==> src/rtl/rr_pkg.sv <==
// Shared definitions for the round-robin arbiter and the packet-locking mux.
package rr_pkg;

    // Source count the arbiter and the mux are built for by default.
    localparam int REQ_NUM_DEF = 7;

    // Packet-lock FSM: waiting for a grant, or streaming the owner's packet.
    typedef enum logic {
        IDLE = 1'b0,
        BUSY = 1'b1
    } state_e;

    // Encode a one-hot (or zero) vector of up to 32 bits into its bit index.
    // An OR-reduction encoder is enough because at most one bit is set.
    function automatic int unsigned onehot2idx(input logic [31:0] oh);
        int unsigned idx;
        idx = 0;
        for (int i = 0; i < 32; i++) begin
            if (oh[i]) begin
                idx = idx | unsigned'(i);
            end
        end
        return idx;
    endfunction

endpackage

==> src/rtl/rr_out_slice.sv <==
// Single output register slice with valid/ready handshake and same-cycle
// reload, so a full slice that is being drained can accept the next beat.
module rr_out_slice #(
    parameter int DATA_W = 32,
    parameter int IDX_W  = 3
) (
    input  logic              clk,
    input  logic              rst,
    input  logic              load,
    input  logic [DATA_W-1:0] in_data,
    input  logic              in_last,
    input  logic [IDX_W-1:0]  in_src,
    input  logic              out_ready,
    output logic              slot_free,
    output logic              out_valid,
    output logic [DATA_W-1:0] out_data,
    output logic              out_last,
    output logic [IDX_W-1:0]  out_src
);

    // The slot can take a beat when it is empty or being drained this cycle.
    assign slot_free = !out_valid || out_ready;

    // Register the beat on load; drop valid only when drained without reload.
    always_ff @(posedge clk) begin
        if (rst) begin
            // NOTE: the payload is an ordinary register (not a memory array),
            // so it is reset along with valid to give a fully defined reset state.
            out_valid <= 1'b0;
            out_data  <= '0;
            out_last  <= 1'b0;
            out_src   <= '0;
        end else if (load) begin
            out_valid <= 1'b1;
            out_data  <= in_data;
            out_last  <= in_last;
            out_src   <= in_src;
        end else if (out_valid && out_ready) begin
            out_valid <= 1'b0;
        end
    end

endmodule

==> src/rtl/rr_pkt_mux.sv <==
// Packet-locking mux behind the rr_arb round-robin arbiter. Requests are
// shown to the arbiter only while idle; the granted source then owns the
// output until its last beat or the MAX_BEATS cap, so the arbiter pointer
// advances once per packet.
module rr_pkt_mux
    import rr_pkg::*;
#(
    parameter  int REQ_NUM   = REQ_NUM_DEF,
    parameter  int DATA_W    = 32,
    parameter  int MAX_BEATS = 16,
    localparam int IDX_W     = (REQ_NUM > 1) ? $clog2(REQ_NUM) : 1,
    localparam int CNT_W     = $clog2(MAX_BEATS + 1)
) (
    input  logic                        clk,
    input  logic                        rst,
    input  logic [REQ_NUM-1:0]          src_valid,
    input  logic [REQ_NUM*DATA_W-1:0]   src_data,
    input  logic [REQ_NUM-1:0]          src_last,
    output logic [REQ_NUM-1:0]          src_ready,
    output logic [REQ_NUM-1:0]          arb_req,
    input  logic [REQ_NUM-1:0]          arb_grant,
    output logic                        out_valid,
    output logic [DATA_W-1:0]           out_data,
    output logic                        out_last,
    output logic [IDX_W-1:0]            out_src,
    input  logic                        out_ready,
    output logic                        err_trunc
);

    // Beat count at which the current beat is forced to close the packet.
    localparam logic [CNT_W-1:0] CNT_LAST = CNT_W'(MAX_BEATS - 1);

    state_e              state;
    state_e              state_nxt;
    logic [REQ_NUM-1:0]  owner_oh;
    logic [IDX_W-1:0]    owner_idx;
    logic [CNT_W-1:0]    beat_cnt;

    logic                slot_free;
    logic                own_valid;
    logic                own_last;
    logic [DATA_W-1:0]   own_data;
    logic                beat_acc;
    logic                beat_last;

    // Owner's handshake bits, selected through the latched one-hot mask.
    assign own_valid = |(src_valid & owner_oh);
    assign own_last  = |(src_last  & owner_oh);

    // AND-OR mux of the owner's payload; owner_oh has at most one bit set.
    always_comb begin
        own_data = '0;
        for (int i = 0; i < REQ_NUM; i++) begin
            if (owner_oh[i]) begin
                own_data = own_data | src_data[i*DATA_W +: DATA_W];
            end
        end
    end

    // A beat moves only while locked, the owner is valid and the slot is free.
    assign beat_acc  = (state == BUSY) && own_valid && slot_free;
    assign beat_last = own_last || (beat_cnt == CNT_LAST);

    // FSM state register.
    always_ff @(posedge clk) begin
        // NOTE: sequential state uses non-blocking assignments so every
        // register samples values from before the clock edge.
        if (rst) begin
            state <= IDLE;
        end else begin
            state <= state_nxt;
        end
    end

    // Next state, arbiter request and per-source ready.
    always_comb begin
        // NOTE: every output of this block gets a default first, so no path
        // through the case statement can infer a latch.
        state_nxt = state;
        arb_req   = '0;
        src_ready = '0;
        case (state)
            IDLE: begin
                arb_req = src_valid;
                if (|arb_grant) begin
                    state_nxt = BUSY;
                end
            end
            BUSY: begin
                // arb_req stays 0 here, which freezes the arbiter pointer.
                src_ready = owner_oh & {REQ_NUM{slot_free}};
                if (beat_acc && beat_last) begin
                    state_nxt = IDLE;
                end
            end
            default: begin
                state_nxt = IDLE;
            end
        endcase
    end

    // Owner latch, beat counter and the truncation pulse.
    always_ff @(posedge clk) begin
        if (rst) begin
            owner_oh  <= '0;
            owner_idx <= '0;
            beat_cnt  <= '0;
            err_trunc <= 1'b0;
        end else begin
            err_trunc <= beat_acc && beat_last && !own_last;
            if (state == IDLE && |arb_grant) begin
                owner_oh  <= arb_grant;
                owner_idx <= IDX_W'(onehot2idx(32'(arb_grant)));
                beat_cnt  <= '0;
            end else if (beat_acc) begin
                beat_cnt  <= beat_cnt + 1'b1;
            end
        end
    end

    rr_out_slice #(
        .DATA_W (DATA_W),
        .IDX_W  (IDX_W)
    ) u_out_slice (
        .clk       (clk),
        .rst       (rst),
        .load      (beat_acc),
        .in_data   (own_data),
        .in_last   (beat_last),
        .in_src    (owner_idx),
        .out_ready (out_ready),
        .slot_free (slot_free),
        .out_valid (out_valid),
        .out_data  (out_data),
        .out_last  (out_last),
        .out_src   (out_src)
    );

endmodule

==> config.mk <==
export PLATFORM = sky130hd
export DESIGN_NAME = rr_pkt_mux
export DESIGN_NICKNAME = d
export VERILOG_FILES = /design/src/rtl/rr_pkg.sv /design/src/rtl/rr_out_slice.sv /design/src/rtl/rr_pkt_mux.sv
export SDC_FILE = /design/constraint.sdc
export NUM_CORES = 1
export LEC_CHECK = 0
export ABC_AREA = 1
export CAP_MARGIN = 30
export CORE_MARGIN = 10
export CORE_UTILIZATION = 34
export CTS_BUF_LIST = sky130_fd_sc_hd__clkbuf_4 sky130_fd_sc_hd__clkbuf_8 sky130_fd_sc_hd__clkbuf_16
export DETAILED_ROUTE_END_ITERATION = 10
export PLACE_DENSITY = 0.82
export SETUP_SLACK_MARGIN = 0.5
export SYNTH_ARGS = -nofsm -noshare
export SYNTH_HDL_FRONTEND = slang
export SYNTH_SLANG_ARGS = --single-unit
export TNS_END_PERCENT = 100
==> constraint.sdc <==
create_clock -name clk -period 2 [get_ports clk]
set_clock_uncertainty 0.05 [all_clocks]
set_input_delay 0.2 -clock clk [delete_from_list [all_inputs] [get_ports clk]]
set_output_delay 0.2 -clock clk [all_outputs]
set_load 0.05 [all_outputs]
# After elaboration in Yosys (flattened, before gate mapping)
# Index checks and enable logic that the tools add are counted.
# W data, S select, Z words.
classes:
  n_addsub: 1
  muxes: 20
  eq_ne: 1
  n_reduce_logical: 15
  n_bitwise: 10
ops:
  columns: ["cell", "n"]
  rows:
  - ["$mux W32", 7]
  - ["$or A32 B32 Y32", 6]
  - ["$and A7 B7 Y7", 3]
  - ["$reduce_or A7 Y1", 3]
  - ["$mux W7", 2]
  - ["$mux W3", 3]
  - ["$logic_and A1 B1 Y1", 6]
  - ["$add A5 B1 Y5 const B", 1]
  - ["$eq A5 B4 Y1 const B", 1]
  - ["$mux W1", 5]
  - ["$mux W2", 2]
  - ["$logic_not A1 Y1", 2]
  - ["$logic_or A1 B1 Y1", 2]
  - ["$pmux W1 S2", 1]
  - ["$reduce_bool A2 Y1", 1]
  - ["$reduce_or A2 Y1", 1]
  - ["$not A1 Y1", 1]
totals:
  register_bits: 54
  out_inout_bits: 52
  word_cells: 56

# Logic depth before layout (Yosys ltp)
logic_depth:
  ltp_word: 13
  mapped_depth: 10

# Hierarchy
# A second synthesis with hierarchy kept.
hier_totals:
  hier_cells: 574
  area_unflattened_um2: 3910.0
modules_own_cells:
  columns: ["mod", "instances", "cells_each", "area_each_um2"]
  rows:
  - ["rr_pkt_mux", 1, 414, 2482.4]
  - ["rr_out_slice", 1, 160, 1427.6]

# Worst setup path before layout
# OpenSTA, ideal clock, no wires.
synth_path:
  path_type: "register to output"
  startpoint: "register owner_oh[2]"
  endpoint: "output port src_ready[2]"
  path_slack_ps: -136
  path_stages_with_launch: 5
  t_arrival_ps: 1886
  path_cell_list: "dfxtp_1 > buf_2 > clkbuf_1 > inv_1 > nor3_1"
synth_via:
  elab_chain_len: 2
synth_rtl:
  columns: ["element", "line", "text"]
  rows:
  - ["from (decl)", "rr_pkt_mux.sv:35", "logic [REQ_NUM-1:0] owner_oh;"]
  - ["from (signal assigned)", "rr_pkt_mux.sv:112", "owner_oh <= arb_grant;"]
  - ["$and A7 B7 Y7", "rr_pkt_mux.sv:91", "src_ready = owner_oh & {REQ_NUM{slot_free}};"]
  - ["$mux W7", "rr_pkt_mux.sv:82", "case (state)"]
  - ["to (decl)", "rr_pkt_mux.sv:19", "output logic [REQ_NUM-1:0] src_ready,"]
# Every way passes these cells.

# Worst setup path in the final report
layout_path:
  startpoint: "register state"
  endpoint: "output port src_ready[3]"
layout_via:
  elab_chain_len: 1
layout_rtl:
  columns: ["element", "line", "text"]
  rows:
  - ["from (decl)", "rr_pkt_mux.sv:33", "state_e state;"]
  - ["from (signal assigned)", "rr_pkt_mux.sv:71", "state <= state_nxt;"]
  - ["$mux W7", "rr_pkt_mux.sv:82", null]
# Every way passes these cells.

==> reports/results.txt <==
pwr dens: 783 nW/um^2
drt via density: 4.99
CTS H-tree depth: 2
Worst Setup Start Kind: flop
top-area cell type share of the netlist area: 0.314
Max FO, Critical Path: 5
Pleak: 3.60 nW
share of layout cells above drive strength 1: 0.116
initial antenna violation count: 0
# IOs: 300
# setup viols final: 0
Die ar.: 15900 um^2
worst skew pair latency: 0.29 ns
setup tns final: 0 ns
Cell Int Power: 3.40 mW
grt ovf: 0
CP Capture Type: output port
CTS tree: done
Post-synth ARST share: 0
CP max stage cell: dfxtp_4
worst hold path class: flop to flop
first-pass GRT wire length: 30.9 mm
post-synth top area cell: nand2_1
sequential power share: 0.234
CP delay by family, top: flip-flops
Detailed Route WL: 21.5 mm
die height: 126 um
syn_nets: 937
syn_area_per_cell: 5.58 um^2
switching power: 2.75 mW
NumNets Final: 1251
GRT Total Usage: 0.241
Critical path buffers and inverters: 3
most frequent cell after synthesis: nand2_1
WP data arrival: 1.26 ns
vias in the first global route: 5407
vias: 5708
CTS clk-pin slew, worst paths: 0.07 ns
outcome: finished, final reports clean
clk sinks: 54
worst relative slew slack: 0.611
Crit Path Category: flop to output port
DRC: 0
maximum buffer depth of the clock tree: 2
port bufs: 299
post-synthesis register bit count: 54
Combinational Power Share: 0.625
Worst EP required: 1.75 ns
WL per Instance: 18.8 um
VDD IR max: 0.438 mV
Synth top cells by count: nand2_1, nor2_1, inv_1
final core occ: 0.718
Clk network pwr share: 0.141
Top FF cell, synth: dfxtp_1
synth top area cells: nand2_1, dfxtp_1, nand4_1
detailed placer's ending HPWL: 16.3 mm
Final Hold Vio Count: 0
maximum clock rate: 661 MHz
drt first pass iters: 5
Ys Warns: 0
routability congestion estimate from global placement: 0.948
Max Slew Vio Count: 0
CP max stage delay: 0.38 ns
post-synthesis cell area: 3840 um^2
sw frac: 0.447
min Tclk post-route: 1.51 ns
Root Driver: clkbuf_16
First DRT Iteration DRCs: 409
RSZ-0062 raised after global routing: true
EDFF count, synth: 0
largest net degree at the start of global routing: 34
Die Wd: 126 um
Synth Instances: 687
Core Rows: 38
Unique masters post-synth: 23
post-synthesis sequential area ratio: 0.282
Max Cap Viol: 0
final period utilization: 0.757
antenna-violating nets left: 0
initial core utilization: 0.351
layout overhead on the synthesized area: 105%
core box area: 10900 um^2
CP Cell Sequence: inv_4, buf_6, nor3_4, buf_12
Least-Margin Pin Slew: 0.586 ns
Num CTS Buffers: 5
-- layout make-up --
| cell class | instances | area [um^2] |
|---|---|---|
| Timing Repair Buffer | 351 | 3750 |
| Fill cell | 915 | 3090 |
| Tap cell | 140 | 175 |
| Clock inverter | 3 | 21.3 |
| Multi-Input combinational cell | 530 | 2420 |
| Antenna cell | 1 | 2.50 |
| Clock buffer | 5 | 125 |
| Inverter | 59 | 239 |
| Sequential cell | 54 | 1110 |
-- placed cells by master (no fill, tap or decap), types with 2 or more instances in the layout --
| master | Yosys | routed |
|---|---|---|
| a21oi_1 | 17 | 16 |
| a21oi_2 | 1 | 2 |
| a22o_1 | 6 | 6 |
| buf_12 | 0 | 20 |
| buf_4 | 0 | 32 |
| buf_6 | 7 | 6 |
| clkbuf_16 | 0 | 13 |
| clkdlybuf4s50_1 | 0 | 241 |
| dfxtp_1 | 54 | 44 |
| dfxtp_2 | 0 | 3 |
| dfxtp_4 | 0 | 7 |
| dlygate4sd2_1 | 0 | 36 |
| dlymetal6s2s_1 | 0 | 5 |
| ha_2 | 0 | 2 |
| inv_1 | 57 | 55 |
| inv_4 | 0 | 2 |
| nand2_1 | 321 | 319 |
| nand2_2 | 0 | 2 |
| nand3_1 | 34 | 33 |
| nand4_1 | 37 | 37 |
| nor2_1 | 59 | 55 |
| nor2_2 | 3 | 5 |
| nor2_4 | 0 | 2 |
| nor3_1 | 37 | 26 |
| nor3_2 | 0 | 5 |
| nor3_4 | 0 | 6 |
| o21ai_0 | 9 | 8 |
-- through the flow --
| step | total power [mW] | std cells | instance area [um^2] | worst slack [ns] | hold slack (ns) |
|---|---|---|---|---|---|
| after global routing | 6.50 | 1142 | 7850 | 0.448 | 0.449 |
| final | 6.15 | 1143 | 7850 | 0.487 | 0.427 |
| after detailed placement | 4.86 | 1103 | 7140 | 0.132 | 0.402 |
| after CTS | 5.78 | 1122 | 7440 | 0.462 | 0.425 |
| after global placement | 4.83 | 1103 | 7140 | 0.173 | 0.394 |
| after floorplan | 3.44 | 687 | 3920 | 0.414 | 0.289 |
-- worst register-to-register path, cell delays in order (launching register included) --
cell	delay (ns)
dfxtp_4	0.38
nand2_1	0.06
nand2_1	0.08
nor2_2	0.05
nand2_4	0.07
nand3_4	0.08
buf_12	0.16
clkbuf_16	0.17
nor3_1	0.18
nor2_1	0.06
-- state kept, by name, summed over array words and instances, names as in the netlist --
register and cells:
u_out_slice.out_data 32, owner_oh 7, beat_cnt 5, owner_idx 3
u_out_slice.out_src 3, err_trunc 1, state 1, u_out_slice.out_last 1
u_out_slice.out_valid 1
-- timing repair --
action,CTS,global route
resized for setup,67,31
hold buffers,0,0
pin swaps,4,8
endpoints found under the setup margin,86,58
cloned,1,9
setup buffers,10,11
-- metal layers --
layer  wire length, um  global-route usage
met4               457              0.0496
met1              8230               0.274
met5                 0                   0
met3              2070              0.0759
met2             10700               0.431
-- power groups by stage --
stage               registers [mW]  clock network (mW)  logic (mW)
finish                        1.44               0.865        3.84
global route                  1.46               0.917        4.12
CTS                           1.43               0.879        3.47
detailed placement            1.45                   0        3.41
global placement              1.45                   0        3.38
floorplan                     2.00                   0        1.44
-- kinds of logic after synthesis --
kind of cell               synth area share
buffers and inverters                 0.121
xor gates and xnor gates            0.00228
adders and majority gates           0.00652
and+or+nand+nor                       0.537
DFF                                   0.282
AOI/OAI and AO/OA                    0.0515
-- final timing paths --
check,slack [ns],from,end,cells past startpoint
worst min register to register,0.43,u_out_slice.out_last,u_out_slice.out_last,2
worst min-delay path,0.43,u_out_slice.out_last,u_out_slice.out_last,2
worst max register to register,0.54,owner_oh[1],u_out_slice.out_data[17],9
worst max-delay path,0.49,state,src_ready[3],4
(Power assumes the default switching activity.)
